==> config.mk <==
export PLATFORM = sky130hd
export DESIGN_NAME = layer_sequencer_flat
export DESIGN_NICKNAME = d
export VERILOG_FILES = /design/src/rtl/cnn_ctrl_pkg.sv /design/src/rtl/layer_sequencer_if.sv /design/src/rtl/stage_watchdog.sv /design/src/rtl/layer_sequencer.sv /design/src/flat_wrapper.sv
export SDC_FILE = /design/constraint.sdc
export NUM_CORES = 1
export LEC_CHECK = 0
export CAP_MARGIN = 15
export CORE_ASPECT_RATIO = 0.75
export CORE_MARGIN = 2
export CORE_UTILIZATION = 30
export DETAILED_ROUTE_END_ITERATION = 16
export SKIP_CTS_REPAIR_TIMING = 1
export SLEW_MARGIN = 10
export SYNTH_ARGS = -nofsm -noshare
export SYNTH_HDL_FRONTEND = slang
export SYNTH_HIERARCHICAL = 1
export SYNTH_SLANG_ARGS = --single-unit
==> constraint.sdc <==
create_clock -name clk -period 3.9 [get_ports clk]
set_clock_uncertainty 0.05 [all_clocks]
set_input_delay 0.39 -clock clk [delete_from_list [all_inputs] [get_ports clk]]
set_output_delay 0.39 -clock clk [all_outputs]
set_load 0.02 [all_outputs]
==> src/rtl/cnn_ctrl_pkg.sv <==
// Shared types for CNN layer control.
// Sequencer state encoding and default watchdog limit.
package cnn_ctrl_pkg;

  typedef enum logic [2:0] {
    IDLE  = 3'd0,
    LOAD  = 3'd1,
    DRAIN = 3'd2,
    RELU  = 3'd3,
    POOL  = 3'd4,
    DONE  = 3'd5,
    ERR   = 3'd6
  } seq_state_e;

  localparam int DEFAULT_TIMEOUT = 1000;

endpackage

==> src/rtl/layer_sequencer_if.sv <==
// Datapath-side bundle of the layer sequencer:
// memory read, buffer write and stage start/done.
interface layer_sequencer_if #(
  parameter int ADDR_W = 5
);

  logic              mem_rd_en;
  logic [ADDR_W-1:0] mem_rd_addr;
  logic              buf_wr_en;
  logic [ADDR_W-1:0] buf_wr_idx;
  logic              relu_start;
  logic              relu_done;
  logic              pool_start;
  logic              pool_done;

  modport master (
    output mem_rd_en, mem_rd_addr,
    output buf_wr_en, buf_wr_idx,
    output relu_start, pool_start,
    input  relu_done, pool_done
  );

  modport slave (
    input  mem_rd_en, mem_rd_addr,
    input  buf_wr_en, buf_wr_idx,
    input  relu_start, pool_start,
    output relu_done, pool_done
  );

endinterface

==> src/rtl/stage_watchdog.sv <==
// Down-counting stage watchdog: load arms it with TIMEOUT-1,
// en counts down, expired is high while the count sits at 0.
module stage_watchdog
  import cnn_ctrl_pkg::*;
#(
  parameter int  TIMEOUT = DEFAULT_TIMEOUT,
  localparam int W       = (TIMEOUT > 2) ? $clog2(TIMEOUT) : 1
) (
  input  logic clk,
  input  logic rst,
  input  logic load,
  input  logic en,
  output logic expired
);

  logic [W-1:0] cnt_q, cnt_d;

  always_comb begin
    cnt_d = cnt_q;
    if (load)
      cnt_d = W'(TIMEOUT - 1);
    else if (en && cnt_q != '0)
      cnt_d = cnt_q - W'(1);
  end

  always_ff @(posedge clk or posedge rst) begin
    if (rst) cnt_q <= '0;
    else     cnt_q <= cnt_d;
  end

  assign expired = (cnt_q == '0);

endmodule

==> src/rtl/layer_sequencer.sv <==
// One CNN layer pass: stream the map into the buffer,
// then run relu and maxpool2d (each optional) under a watchdog.
module layer_sequencer
  import cnn_ctrl_pkg::*;
#(
  parameter int  MAP_WIDTH = 5,
  parameter int  TIMEOUT   = DEFAULT_TIMEOUT,
  localparam int N         = MAP_WIDTH * MAP_WIDTH,
  localparam int ADDR_W    = $clog2(N)
) (
  input  logic       clk,
  input  logic       rst,
  input  logic       start,
  input  logic       relu_bypass,
  input  logic       pool_bypass,
  output logic       busy,
  output logic       done,
  output logic       error,
  output logic [2:0] state_o,
  layer_sequencer_if.master dp
);

  seq_state_e        state_q, state_d;
  logic [ADDR_W-1:0] rd_cnt_q, rd_cnt_d;
  logic [ADDR_W-1:0] buf_wr_idx_q, buf_wr_idx_d;
  logic              buf_wr_en_q, buf_wr_en_d;
  logic              relu_byp_q, relu_byp_d;
  logic              pool_byp_q, pool_byp_d;
  logic              error_q, error_d;
  logic              entry_q, entry_d;
  logic              in_stage, wd_load, wd_en, wd_expired;

  stage_watchdog #(.TIMEOUT(TIMEOUT)) u_wd (
    .clk     (clk),
    .rst     (rst),
    .load    (wd_load),
    .en      (wd_en),
    .expired (wd_expired)
  );

  always_comb begin
    state_d    = state_q;
    rd_cnt_d   = rd_cnt_q;
    relu_byp_d = relu_byp_q;
    pool_byp_d = pool_byp_q;
    error_d    = error_q;
    unique case (state_q)
      IDLE: if (start) begin
        state_d    = LOAD;
        rd_cnt_d   = '0;
        relu_byp_d = relu_bypass;
        pool_byp_d = pool_bypass;
        error_d    = 1'b0;
      end
      LOAD: begin
        if (rd_cnt_q == ADDR_W'(N - 1)) begin
          state_d  = DRAIN;
          rd_cnt_d = '0;
        end else begin
          rd_cnt_d = rd_cnt_q + ADDR_W'(1);
        end
      end
      DRAIN: begin
        if (!relu_byp_q)      state_d = RELU;
        else if (!pool_byp_q) state_d = POOL;
        else                  state_d = DONE;
      end
      // done is not trusted in the entry cycle; done beats expiry
      RELU: begin
        if (!entry_q && dp.relu_done)
          state_d = pool_byp_q ? DONE : POOL;
        else if (wd_expired)
          state_d = ERR;
      end
      POOL: begin
        if (!entry_q && dp.pool_done)
          state_d = DONE;
        else if (wd_expired)
          state_d = ERR;
      end
      DONE: state_d = IDLE;
      ERR: begin
        error_d = 1'b1;
        state_d = IDLE;
      end
      default: state_d = IDLE;
    endcase

    entry_d      = (state_d != state_q);
    in_stage     = (state_d == RELU) || (state_d == POOL);
    wd_load      = in_stage && entry_d;
    wd_en        = in_stage && !entry_d;
    buf_wr_en_d  = (state_q == LOAD);
    buf_wr_idx_d = rd_cnt_q;
  end

  always_ff @(posedge clk or posedge rst) begin
    if (rst) begin
      state_q      <= IDLE;
      rd_cnt_q     <= '0;
      buf_wr_idx_q <= '0;
      buf_wr_en_q  <= 1'b0;
      relu_byp_q   <= 1'b0;
      pool_byp_q   <= 1'b0;
      error_q      <= 1'b0;
      entry_q      <= 1'b0;
    end else begin
      state_q      <= state_d;
      rd_cnt_q     <= rd_cnt_d;
      buf_wr_idx_q <= buf_wr_idx_d;
      buf_wr_en_q  <= buf_wr_en_d;
      relu_byp_q   <= relu_byp_d;
      pool_byp_q   <= pool_byp_d;
      error_q      <= error_d;
      entry_q      <= entry_d;
    end
  end

  assign dp.mem_rd_en   = (state_q == LOAD);
  assign dp.mem_rd_addr = rd_cnt_q;
  assign dp.buf_wr_en   = buf_wr_en_q;
  assign dp.buf_wr_idx  = buf_wr_idx_q;
  assign dp.relu_start  = (state_q == RELU) && entry_q;
  assign dp.pool_start  = (state_q == POOL) && entry_q;
  assign busy           = (state_q != IDLE);
  assign done           = (state_q == DONE);
  assign error          = error_q;
  assign state_o        = state_q;

endmodule

==> src/flat_wrapper.sv <==
// flat-port wrapper written by rule: the top's interface ports become plain ports
module layer_sequencer_flat import cnn_ctrl_pkg::*;
#(
  parameter int  MAP_WIDTH = 5,
  parameter int  TIMEOUT   = DEFAULT_TIMEOUT,
  localparam int N         = MAP_WIDTH * MAP_WIDTH,
  localparam int ADDR_W    = $clog2(N)
)
  (clk, rst, start, relu_bypass, pool_bypass, busy, done, error, state_o, dp_mem_rd_en, dp_mem_rd_addr, dp_buf_wr_en, dp_buf_wr_idx, dp_relu_start, dp_pool_start, dp_relu_done, dp_pool_done);
  layer_sequencer_if #(.ADDR_W((5))) dp_i ();
  input  logic clk;
  input  logic rst;
  input  logic start;
  input  logic relu_bypass;
  input  logic pool_bypass;
  output logic busy;
  output logic done;
  output logic error;
  output logic [2:0] state_o;
  output wire logic [$bits(dp_i.mem_rd_en)-1:0] dp_mem_rd_en;
  output wire logic [$bits(dp_i.mem_rd_addr)-1:0] dp_mem_rd_addr;
  output wire logic [$bits(dp_i.buf_wr_en)-1:0] dp_buf_wr_en;
  output wire logic [$bits(dp_i.buf_wr_idx)-1:0] dp_buf_wr_idx;
  output wire logic [$bits(dp_i.relu_start)-1:0] dp_relu_start;
  output wire logic [$bits(dp_i.pool_start)-1:0] dp_pool_start;
  input wire logic [$bits(dp_i.relu_done)-1:0] dp_relu_done;
  input wire logic [$bits(dp_i.pool_done)-1:0] dp_pool_done;
  assign dp_mem_rd_en = dp_i.mem_rd_en;
  assign dp_mem_rd_addr = dp_i.mem_rd_addr;
  assign dp_buf_wr_en = dp_i.buf_wr_en;
  assign dp_buf_wr_idx = dp_i.buf_wr_idx;
  assign dp_relu_start = dp_i.relu_start;
  assign dp_pool_start = dp_i.pool_start;
  assign dp_i.relu_done = dp_relu_done;
  assign dp_i.pool_done = dp_pool_done;
  layer_sequencer #(.MAP_WIDTH(MAP_WIDTH), .TIMEOUT(TIMEOUT)) u_core (.clk(clk), .rst(rst), .start(start), .relu_bypass(relu_bypass), .pool_bypass(pool_bypass), .busy(busy), .done(done), .error(error), .state_o(state_o), .dp(dp_i));
endmodule
-- Word-level counts from Yosys, hierarchy flattened
Index checks and enable logic that the tools add are counted.
- flip-flop bits (word level): 28
- word-level logic and storage cells: 57
- input bits: 7
- memory bits (read-only): 0
- memories: 0
- memory bits (writable): 0
- output and inout bits: 20
- bits in latches: 0
- add/sub/neg operators: 2
- $lt $le $gt $ge: 0
- equal/unequal tests: 11
- bitwise gates (word level): 0
- reductions and logical operators: 20
- multiply operators: 0
- divide/modulo/power cells: 0
- shifts and indexed selects: 0
- multiplexer cells: 15
- operators with widths (cell ; number):
    $mux 10 ; 2
    $mux 3 ; 6
    $pmux 3 s5 ; 1
    $eq 3x3->1 const B ; 4
    $logic_not 10->1 ; 1
    $mux 5 ; 2
    $pmux 5 s2 ; 1
    $reduce_bool 10->1 ; 1
    $sub 10x1->10 const B ; 1
    $eq 3x2->1 const B ; 3
    $logic_and 1x1->1 ; 7
    $reduce_and 2->1 ; 3
    $reduce_bool 2->1 ; 3
    $add 5x1->5 const B ; 1
    $eq 5x5->1 const B ; 1
    $eq 3x1->1 const B ; 1
    $logic_not 3->1 ; 1
    $ne 3x3->1 ; 1
    $reduce_bool 3->1 ; 1
    $logic_not 1->1 ; 2
    $mux 1 ; 2
    $ne 2x2->1 const B ; 1
    $pmux 1 s2 ; 1
    $logic_or 1x1->1 ; 1

-- Depth between registers and ports, before layout
Gate-level depths: netlist (run 1).
- word-level depth: 10
- depth in mapped cells: 12
- gate-level depth less buffers: 12

-- Hierarchy
The synthesis (run 1) kept the hierarchy.
- modules (own cells, without submodules) (module ; instances ; cells each ; sequential area each (µm²) ; area each (µm²)):
    layer_sequencer ; 1 ; 89 ; 450.4 ; 977.2
    stage_watchdog ; 1 ; 61 ; 250.2 ; 583.1

-- Worst setup path before layout (run 1)
No wires, ideal clock.
- kind: reg2reg
- start point: register u_core.u_wd.cnt_q[0]
- end point: register u_core.u_wd.cnt_q[9]
- clock period less this slack: 2.961 ns
- cell stages (with the launch flop): 13
- arrival: 2.785 ns
- slack: 0.939 ns
- buffers on the path: 0
- data required time: 3.724 ns
- library setup time: 0.126 ns
- cell sequence: dfrtp_1 > inv_1 > ha_1 > nor4b_2 > nand2_1 > nor3_1 > nor4bb_4 > a2111oi_4 > a41o_2 > nor3b_2 > nand4_1 > a21oi_1 > o31ai_1
- word-level cells in the longest chain between the ends: 9
- elaborated cells between the ends (all ways): 18
- those cells by class: add/sub (1); eq/ne (3); mux (6); reduce/logical (8)
- RTL lines (item ; RTL line ; text):
    start: declaration ; stage_watchdog.sv:16 ; logic [W-1:0] cnt_q, cnt_d;
    start signal: assignment ; stage_watchdog.sv:28 ; else cnt_q <= cnt_d;
    $logic_not 10->1 (*) ; stage_watchdog.sv:31 ; assign expired = (cnt_q == '0);
    named net u_core.wd_expired ; layer_sequencer.sv:31 ; logic in_stage, wd_load, wd_en, wd_expired;
    $mux 3 (*) ; layer_sequencer.sv:72, layer_sequencer.sv:78 ;
    $mux 3 (on tied branches) ; layer_sequencer.sv:76, layer_sequencer.sv:70 ;
    $pmux 3 s5 (*) ; layer_sequencer.sv:47 ; unique case (state_q)
    $eq 3x2->1, or another cell as far along ; layer_sequencer.sv:90 ; in_stage = (state_d == RELU) || (state_d == POOL);
    $logic_or 1x1->1 or $logic_not 1->1 (tied branches) ; layer_sequencer.sv:90, layer_sequencer.sv:92 ;
    $logic_and 1x1->1 (*) ; layer_sequencer.sv:92 ; wd_en = in_stage && !entry_d;
    named net u_core.wd_en ; layer_sequencer.sv:31 ;
    $logic_and 1x1->1 (*) ; stage_watchdog.sv:22 ; else if (en && cnt_q != '0)
    $reduce_bool 2->1 (no source line) (*) ; n/a ;
Mark *: on every way through the listed nets, which the timed path passes. The rest lies on a longest branch. The select of a mux whose other input is x is not followed.
A chain may end at the register's enable or synchronous reset.

-- Final worst setup path (run 1)
Ends and elaborated chain as after synthesis.

==> results of run 1 <==
cell usage in the layout, fill, tap and decap left out, drive strengths merged, types with 5 or more instances in the layout:
master	instances
inv	12
nor3	5
o21ai	13
a21oi	8
dfrtp	28
nand2	13
nor2	10
clkdlybuf4s50	26
cells in the mapped netlist, types with 3 or more instances:
| cell type | n | area share, % |
|---|---|---|
| a21oi_1 | 8 | 2.6 |
| a31oi_1 | 4 | 1.6 |
| nor2_1 | 9 | 2.2 |
| o31ai_1 | 4 | 1.9 |
| and3_1 | 3 | 1.2 |
| nand2_1 | 13 | 3.1 |
| nor3_1 | 4 | 1.3 |
| nand4_1 | 4 | 1.6 |
| ha_1 | 3 | 2.4 |
| dfrtp_1 | 28 | 45 |
| nand3_1 | 4 | 1.3 |
| inv_1 | 10 | 2.4 |
| buf_6 | 3 | 2.2 |
| o21ai_0 | 10 | 3.2 |
flip-flops by register name, indices dropped and copies added (netlist names):
register               flops
u_core/dp.buf_wr_en        1
u_core/dp.buf_wr_idx       5
u_core/dp.mem_rd_addr      5
u_core/entry_q             1
u_core/error               1
u_core/pool_byp_q          1
u_core/relu_byp_q          1
u_core/state_o             3
u_core/u_wd/cnt_q         10
routing by layer:
metal | wire length (um) | global-route usage, % | vias up
li1 | - | - | 613
met1 | 1750 | 19.9 | 565
met2 | 1300 | 17.5 | 51
met3 | 246 | 2.35 | 4
met4 | 31 | 3.27 | 0
met5 | 0 | 0 | -
worst paths after layout:
path                                                      start                           endpoint  slack (ns)  depth (start not counted)
max                            u_core/u_wd/cnt_q[0]$_DFFE_PP0P_   u_core/u_wd/cnt_q[9]$_DFFE_PP0P_        0.53                         12
min                                                         rst   u_core/u_wd/cnt_q[2]$_DFFE_PP0P_        0.36                          2
max reg2reg                    u_core/u_wd/cnt_q[0]$_DFFE_PP0P_   u_core/u_wd/cnt_q[9]$_DFFE_PP0P_        0.53                         12
min reg2reg                u_core/dp.mem_rd_addr[4]$_DFFE_PP0P_  u_core/dp.buf_wr_idx[4]$_DFF_PP0_        0.43                          0
max in group asynchronous                                   rst  u_core/dp.buf_wr_idx[0]$_DFF_PP0_        2.86                          2
min in group clk           u_core/dp.mem_rd_addr[4]$_DFFE_PP0P_  u_core/dp.buf_wr_idx[4]$_DFF_PP0_        0.43                          0
kinds of logic after synthesis:
group	Yosys count
DFF	28
adders and majority gates	3
xor gates and xnor gates	3
muxes	3
buffers and inverters	15
and+or+nand+nor	59
AOI/OAI and AO/OA	39
worst register-to-register path, delay by kind of cell (launching register included):
kind | cells | cell delay [ns]
and+or+nand+nor | 6 | 1.51
adders and majority gates | 1 | 0.23
buffers and inverters | 1 | 0.11
DFF | 1 | 0.41
AOI/OAI and AO/OA | 4 | 0.97
metrics by stage:
stage / total power [mW] / hold WS [ns]
global route: 1.44 / 0.415
detailed placement: 1.17 / 0.405
global placement: 1.17 / 0.407
CTS: 1.35 / 0.370
floorplan: 0.940 / 0.180
finish: 1.34 / 0.357
power by group through the flow:
stage	registers [mW]	logic, mW	clock network, mW
after floorplan	0.569	0.371	0
after global placement	0.542	0.627	0
after detailed placement	0.543	0.625	0
after global routing	0.562	0.682	0.198
final	0.541	0.627	0.177
after CTS	0.539	0.627	0.186
cell type report:
type | count | area (um^2)
inverters | 12 | 50.0
repair buffers | 26 | 260
clock buffers | 4 | 55.1
well taps | 60 | 75.1
multi-input cells | 107 | 776
flip-flops and latches | 28 | 701
fillers | 503 | 3040
==> summary.txt, run 1 <==
Synth
  • Gate Count Post-Synth: 150
  • Ys flop type: dfrtp_1
  • Largest family of logic cells by synthesized area: simple AND/OR/NAND/NOR gates
  • Post-synthesis mux area share: 2.09%
  • Yosys warning count: 6
  • Post-synthesis sequential area ratio: about 45%
  • Synth Net Count: 160
  • Post-synthesis simple-gate area fraction: between 20% and 30%
  • Complex-gate fraction of the synthesized area: between 10% and 20%
  • Adder-Cell Fraction of Synth Area: 2.41%
  • #FFs+latches synth: 28
  • Synth Area in XOR/XNOR: 1.68%
  • Mapped cell area: 0.00156 mm^2
  • Synth cell types: 50
  • Post-synth EDFFs: 0
  • Synth Area per Inst: 10.4 um^2
  • Async SR Flop Fraction: 100%

Worst setup path
  • Req. time, crit path: between 4 and 5 ns
  • CP Cell Sequence: inv_1 -> ha_1 -> nor4b_2 -> nand2_1 -> nor3_1 -> nor4bb_4 -> a2111oi_4 -> a41o_2 -> nor3b_2 -> nand4_1 -> a21oi_1 -> o31ai_1
  • CP arrival: between 3 and 4 ns
  • CP endpoint kind: register
  • Crit Path Category: reg -> reg
  • CP startpoint kind: register
  • Crit path max-delay family: simple AND/OR/NAND/NOR gates
  • CP max FO: 5
  • CP peak stage delay: 0.47 ns
  • CP Buf/Inv Count: 1
  • CP max stage cell: nor3_1

Floorplan
  • Die area: 0.00580 mm^2
  • Die X: 87.3 um
  • Die Ht: roughly 66 um
  • Starting Density: 31.5%
  • Row Count: 22
  • I/O pin cnt: 27
  • Core Area: 0.00495 mm^2

Run status
  • Status: complete, no violations

Finish
  • Post-layout util: 38.7%
  • Area Growth Syn to Fin: 22.9%
  • Nets: 188
  • Final Non-Filler Cells: 237
  • Post-Layout Inst Area: 0.00192 mm^2
  • Diodes inserted: 0
  • Share of cells above drive strength 1: about 16%

Routing
  • Post-route antenna net violation count: 0
  • Pre-antenna DRT Iters: 4
  • DRC: 0
  • Vias: 1,233
  • Initial drt markers: 136
  • Via density: 5.20
  • DR WL/cell: 14.0 um
  • Final wirelength: about 3300 um

Power
  • Gate power share: ~47%
  • Reg power frac: 40.2%
  • Clock power frac: 13.2%
  • Psw: 0.560 mW
  • P per Cell Area: between 700 and 800 mW/mm^2
  • LEAKAGE: about 0.81 nW
  • Internal power: 0.784 mW
  • VDD IR-drop max: 0.246 mV
  • Sw frac: 41.7%

Timing
  • Final hold vios: 0
  • Max Slew Vio Count: 0
  • Tcrit/Tclk final: 86.3%
  • Final min period: 3.37 ns
  • Setup violators final: 0
  • Slew margin rel.: between 50% and 60%
  • Final setup TNS: 0 ns
  • Setup ws final: between 0.5 and 0.6 ns
  • RSZ-0062 raised after global routing: false
  • Achievable Freq: 0.297 GHz
  • Least-Margin Pin Slew: roughly 0.70 ns

Global route
  • Via count of the first global-routing pass: 1,207
  • First-pass GRT wire length: between 5000 and 6000 um
  • Total track usage: between 10% and 20%
  • Remaining Overflow, GRT: 0
  • Pin count of the biggest net entering global routing: 19
  • Initial antenna violation count: 0

Clock tree
  • Worst skew pair latency: roughly 0.27 ns
  • TritonCTS Buffers: 3
  • Sinks on Clock Net: 28
  • CTS tree: built
  • Clk root buf: clkbuf_8
  • H-Tree Depth: 1
  • Clock Pin Slew Worst Setup and Hold Paths: around 0.09 ns
  • Deepest clock path buffer count: 2

Hold path
  • Hold Crit Class: in -> async

Placement
  • Port Buffers: 26
  • Placed Cells: between 200 and 250
  • Post-DP Area: 0.00186 mm^2
  • DP Worst Slack: about 0.57 ns
  • Dpl hpwl: approximately 2500 um
  • Routability cong.: 0.832

Flow run
  • Max_cap viols: 0
Note: power is estimated with default switching activity, not from simulation.
==> run 2: changes to the inputs <==
--- a/config.mk
+++ b/config.mk
@@ -12,4 +12,4 @@
 export DETAILED_ROUTE_END_ITERATION = 16
+export HOLD_SLACK_MARGIN = 0.06
 export SKIP_CTS_REPAIR_TIMING = 1
-export SLEW_MARGIN = 10
 export SYNTH_ARGS = -nofsm -noshare
==> constraint.sdc (replaced) <==
create_clock -name clk -period 3.9 [get_ports clk]
set_clock_uncertainty 0.05 [all_clocks]
set_input_delay 0.78 -clock clk [delete_from_list [all_inputs] [get_ports clk]]
set_output_delay 0.78 -clock clk [all_outputs]
set_load 0.02 [all_outputs]
==> run 2 against run 1 <==
Sequential cell count stayed put. Highest routed layer unchanged. Core utilization is 0.28 points lower. Maximum frequency is 1.0% higher.
==> summary.txt, run 2 (synthesized netlist as in run 1, its figures left out) <==
Run status
  • Status: complete, no violations

Timing
  • Final min period: 3.33 ns
  • Final setup TNS: 0 ns
  • Worst Hold Slack: 0.432 ns
  • Slew margin rel.: 54.8%
  • Tcrit/Tclk final: around 85%
  • Achievable Freq: 0.300 GHz
  • Max Slew Vio Count: 0
  • Least-Margin Pin Slew: roughly 0.68 ns
  • Final hold vios: 0
  • Setup violators final: 0
  • Setup ws final: 0.567 ns
  • RSZ-0062 raised after global routing: false

Worst setup path
  • Critical path depth in cells: 12
  • Req. time, crit path: around 4 ns
  • CP max FO: 5
  • Crit path max-delay family: simple AND/OR/NAND/NOR gates
  • CP startpoint kind: register
  • CP peak stage delay: 0.47 ns
  • CP arrival: 3.44 ns
  • CP Buf/Inv Count: 1
  • Crit Path Category: reg -> reg
  • Reg2reg path depth: 12
  • CP max stage cell: nor3_1
  • CP endpoint kind: register
  • CP Cell Sequence: inv_1 -> ha_1 -> nor4b_2 -> nand2_1 -> nor3_1 -> nor4bb_4 -> a2111oi_4 -> a41o_2 -> nor3b_2 -> nand4_1 -> a21oi_1 -> o31ai_1

Flow run
  • Max_cap viols: 0

Floorplan
  • Starting Density: approximately a third
  • Die area: roughly 0.0058 mm^2
  • Row Count: 22
  • Core Area: ~0.0050 mm^2
  • I/O pin cnt: 27
  • Die Ht: 66.5 um
  • Die X: 87.3 um

Power
  • Sw frac: between 40% and 50%
  • Gate power share: 47.7%
  • LEAKAGE: 0.800 nW
  • Clock power frac: 11.5%
  • VDD IR-drop max: 0.220 mV
  • Reg power frac: approximately 41%
  • P per Cell Area: 695 mW/mm^2
  • Internal power: 0.763 mW
  • Psw: 0.559 mW

Global route
  • Initial antenna violation count: 0
  • Total track usage: 13.1%
  • Pin count of the biggest net entering global routing: 19
  • First-pass GRT wire length: between 5000 and 6000 um
  • Remaining Overflow, GRT: 0
  • Via count of the first global-routing pass: approximately 1,200

Routing
  • DRC: 0
  • Pre-antenna DRT Iters: 4
  • Via density: roughly 5.3
  • Initial drt markers: 77
  • Final wirelength: between 3000 and 4000 um
  • Post-route antenna net violation count: 0
  • Vias: about 1,200
  • DR WL/cell: 14.4 um

Placement
  • Routability cong.: 0.832
  • DP Worst Slack: 0.621 ns
  • Dpl hpwl: 2560 um
  • Port Buffers: 26
  • Post-DP Area: 0.00186 mm^2

Clock tree
  • CTS tree: built
  • Clock Pin Slew Worst Setup and Hold Paths: 0.09 ns
  • H-Tree Depth: 1
  • Clk root buf: clkbuf_8
  • TritonCTS Buffers: 3
  • Worst skew pair latency: about 0.27 ns
  • Deepest clock path buffer count: 2
  • Sinks on Clock Net: 28

Finish
  • Post-Layout Inst Area: approximately 0.0019 mm^2
  • Most common cell after layout, fill and taps aside: dfrtp_1
  • Commonest cells after routing, fill and taps aside: dfrtp_1 (28), clkdlybuf4s50_1 (26), nand2_1 (13)
  • Biggest register: u_core/u_wd/cnt_q
  • Area Growth Syn to Fin: 22.0%
  • Nets: 188
  • Post-layout util: 38.4%
  • Max reg flops: 10
  • Share of cells above drive strength 1: between 10% and 20%
  • Diodes inserted: 0
  • Number of fill cells in the layout: 507

Hold path
  • Hold Crit Class: reg -> reg
  • Hold-critical path depth: 0
run 2: per-stage QoR:
step	std cells	total power, mW
2_1_floorplan	150	0.940
3_3_place_gp	233	1.17
3_5_place_dp	233	1.17
4_1_cts	236	1.33
5_1_grt	236	1.42
6_report	236	1.32
run 2: cell type report:
type / instances / area (um^2) / share of cell area [%]
multi-input cells: 107 / 776 / 40.8
inverters: 12 / 50.0 / 2.63
well taps: 60 / 75.1 / 3.94
repair buffers: 26 / 260 / 13.7
clock buffers: 3 / 41.3 / 2.17
flip-flops and latches: 28 / 701 / 36.8
run 2: worst reg2reg max path: cells and delay by family, from the launching register on:
family / cells / cell delay [ns]
AO/OA/AOI/OAI: 4 / 0.99
adder cells (fa/ha/maj): 1 / 0.23
buffers and inverters: 1 / 0.10
flip-flops: 1 / 0.41
AND/OR/NAND/NOR: 6 / 1.44
run 2: path summary, 6_finish.rpt:
kind / startpoint / slack [ns] / endpoint
setup / recovery: u_core/u_wd/cnt_q[0]$_DFFE_PP0P_ / 0.57 / u_core/u_wd/cnt_q[9]$_DFFE_PP0P_
setup reg to reg: u_core/u_wd/cnt_q[0]$_DFFE_PP0P_ / 0.57 / u_core/u_wd/cnt_q[9]$_DFFE_PP0P_
hold / removal: u_core/dp.mem_rd_addr[4]$_DFFE_PP0P_ / 0.43 / u_core/dp.buf_wr_idx[4]$_DFF_PP0_
min in group asynchronous: rst / 0.77 / u_core/u_wd/cnt_q[7]$_DFFE_PP0P_
max in group asynchronous: rst / 2.49 / u_core/dp.mem_rd_addr[3]$_DFFE_PP0P_
hold reg to reg: u_core/dp.mem_rd_addr[4]$_DFFE_PP0P_ / 0.43 / u_core/dp.buf_wr_idx[4]$_DFF_PP0_
run 2: per-layer routing:
metal | GRT usage (%) | routed length (um)
met4 | 3.85 | 35
met5 | 0 | 0
met1 | 20.2 | 1860
met2 | 17.7 | 1320
met3 | 3.10 | 190
run 2: power by group through the flow:
stage	Sequential [mW]	Combinational (mW)	Clock, mW
floorplan	0.569	0.371	0
global placement	0.542	0.625	0
detailed placement	0.542	0.628	0
CTS	0.536	0.630	0.161
global route	0.562	0.683	0.173
finish	0.540	0.630	0.152
==> patch, RTL diff (flow settings as in run 1) <==
Change the package constant `DEFAULT_TIMEOUT` from 1000 to 2000.
--- a/src/rtl/cnn_ctrl_pkg.sv
+++ b/src/rtl/cnn_ctrl_pkg.sv
@@ -12,7 +12,7 @@
     ERR   = 3'd6
   } seq_state_e;
 
-  localparam int DEFAULT_TIMEOUT = 1000;
+  localparam int DEFAULT_TIMEOUT = 2000;
 
 endpackage
 
Check against the original RTL: same outputs for any inputs over 10 cycles, from zero or initial values and one cycle with rst high; that may be too few to reach the edited logic, so the function may still have changed.
==> patch against run 1 <==
Via count fell by 0.57%. Routed wire length rose by 1.5%. Sequential share of layout area fell by 0.37 points. Synthesized cell count fell by 1.3%. Sequential cell count rose by 1. Critical endpoint is now u_core/u_wd/cnt_q[6]$_DFFE_PP0P_. Die area rose by 2.7%. Power rose by 3.6%. Worst setup slack improved by 0.10 ns. Sequential power rose by 2%. Core utilization fell by 0.39 points. Largest cell class unchanged. Critical path type unchanged. Area after synthesis rose by 2.9%. Clock power rose by 29%. Final area rose by 4.6%.
==> patch: results (changes against run 1) <==
[synthesis]
async_flop_share_pct = 100  ; unchanged
synth_compound_area_share_pct = 17.8  ; +0.048 points
ys_top_cells_by_count = dfrtp_1, o21ai_0, inv_1
synth.area.mux_share_pct = 2.73  ; +0.64 points
yosys-top-cells-area = dfrtp_1, o21ai_0, inv_1
yosysSeqAreaShare_pct = 45.2  ; +0.30 points
synthAdderAreaFrac_pct = 2.34  ; -0.068 points
synthesis.nets = 158  ; -1.3%
yosysWarnings = 6  ; unchanged
synth_area_per_cell_um2 = 10.8  ; +4.3%
synth_cell_types = 54  ; +8.0%
synthXorXnorAreaFrac_pct = 2.18  ; +0.50 points
synth_seq_cells = 29  ; +3.6%

[timing]
slew_headroom_pct = 50.7  ; -2.8 points
min_period_ns = 3.26  ; -0.105 ns
maxSlewViolCount = 0  ; unchanged
hold_slack_ns = 0.393  ; +0.0360 ns

[routing]
drt_iter0_markers = 133  ; -2.2%
routed_wl_mm = 3.37  ; +1.5%
first_pass_iters = 4  ; unchanged
viasPerCell = 4.83  ; -7.2%

[clock_tree]
cts.path.max_buffers = 2  ; unchanged
clk_latency_ns = 0.27  ; about the same
clk_pin_slew_ns = 0.06  ; -0.03 ns
cts_root_buffer = clkbuf_8
cts_buffers = 5  ; +2
htreeDepth = 2  ; +1

[layout]
drive_above_1_share_pct = 16.8  ; +0.94 points
multi_input_area_share_pct = 39.5  ; -0.98 points
clk_share_pct = 3.99  ; +1.1 points
signal_buffers = 26  ; unchanged
seq_area_share_pct = 36.2  ; -0.37 points
antenna_cells = 0  ; unchanged
multi_input_cells = 103  ; -3.7%
fillCellCount = 545  ; +8.3%
buffer_area_share_pct = 13.0  ; -0.60 points
largest_register_ffs = 11  ; +1
clockBufferCount = 8  ; +4
final_nets = 188  ; unchanged
inv_count = 13  ; +1

[outcome]
status = finished, final reports clean

[worst_setup_path]
endpoint = u_core/u_wd/cnt_q[6]$_DFFE_PP0P_
cp-start-kind = flip-flop
cp.arrival_ns = 3.36  ; -0.12 ns
reg2reg_slack_ns = 0.64  ; +0.10 ns
r2r_cells = 11  ; -1

[power]
vdd_ir_drop_max_mv = 0.206  ; -16%
p_leak_nw = 0.840  ; +4.0%

[global_routing]
grt_pass1_vias = 1126  ; -6.7%
grt_pass1_wl_mm = 5.66  ; -2.8%
grt_antenna_before_repair = 0  ; unchanged
grt_usage_pct = 12.4  ; -0.25 points
grt_max_degree = 19  ; unchanged

[placement]
place.gp.congestion = 0.786  ; -5.5%
placed_area_mm2 = 0.00193  ; +3.4%
io_buffers = 26  ; unchanged
dp_slack_ns = 0.695  ; +0.122 ns
place_hpwl_mm = 2.40  ; -5.4%

[min_path]
holdCritPathClass = input pin to async pin

## patch: critical path, stage by stage (launching register included)
cell and delay [ns]:
dfrtp_1 0.42, inv_1 0.07, ha_1 0.20, nor3b_2 0.31
and3_2 0.31, nor4bb_4 0.07, a2111oi_4 0.45, a41o_2 0.30
nand4bb_1 0.19, a2111oi_0 0.54, xnor2_1 0.17, nand2_1 0.06
## patch: through the flow
step | utilization (%) | power [mW] | instances
floorplan | - | 0.947 | 148
global placement | 36.8 | 1.16 | 246
detailed placement | 36.8 | 1.16 | 246
CTS | 38.3 | 1.40 | 254
global route | 38.3 | 1.50 | 254
finish | 38.3 | 1.39 | 254
## patch: where the power goes
group          switching (mW)  internal (mW)
Combinational           0.316          0.295
Sequential              0.141          0.412
Clock                   0.102          0.126
## patch: routing by layer
layer  vias up  global-route usage (%)  share of wire (%)
met4         0                    4.92                1.1
met3         4                    3.06                4.3
li1        608                       -                  -
met5         -                       0                  0
met2        29                    15.4                 42
met1       585                    19.8                 52
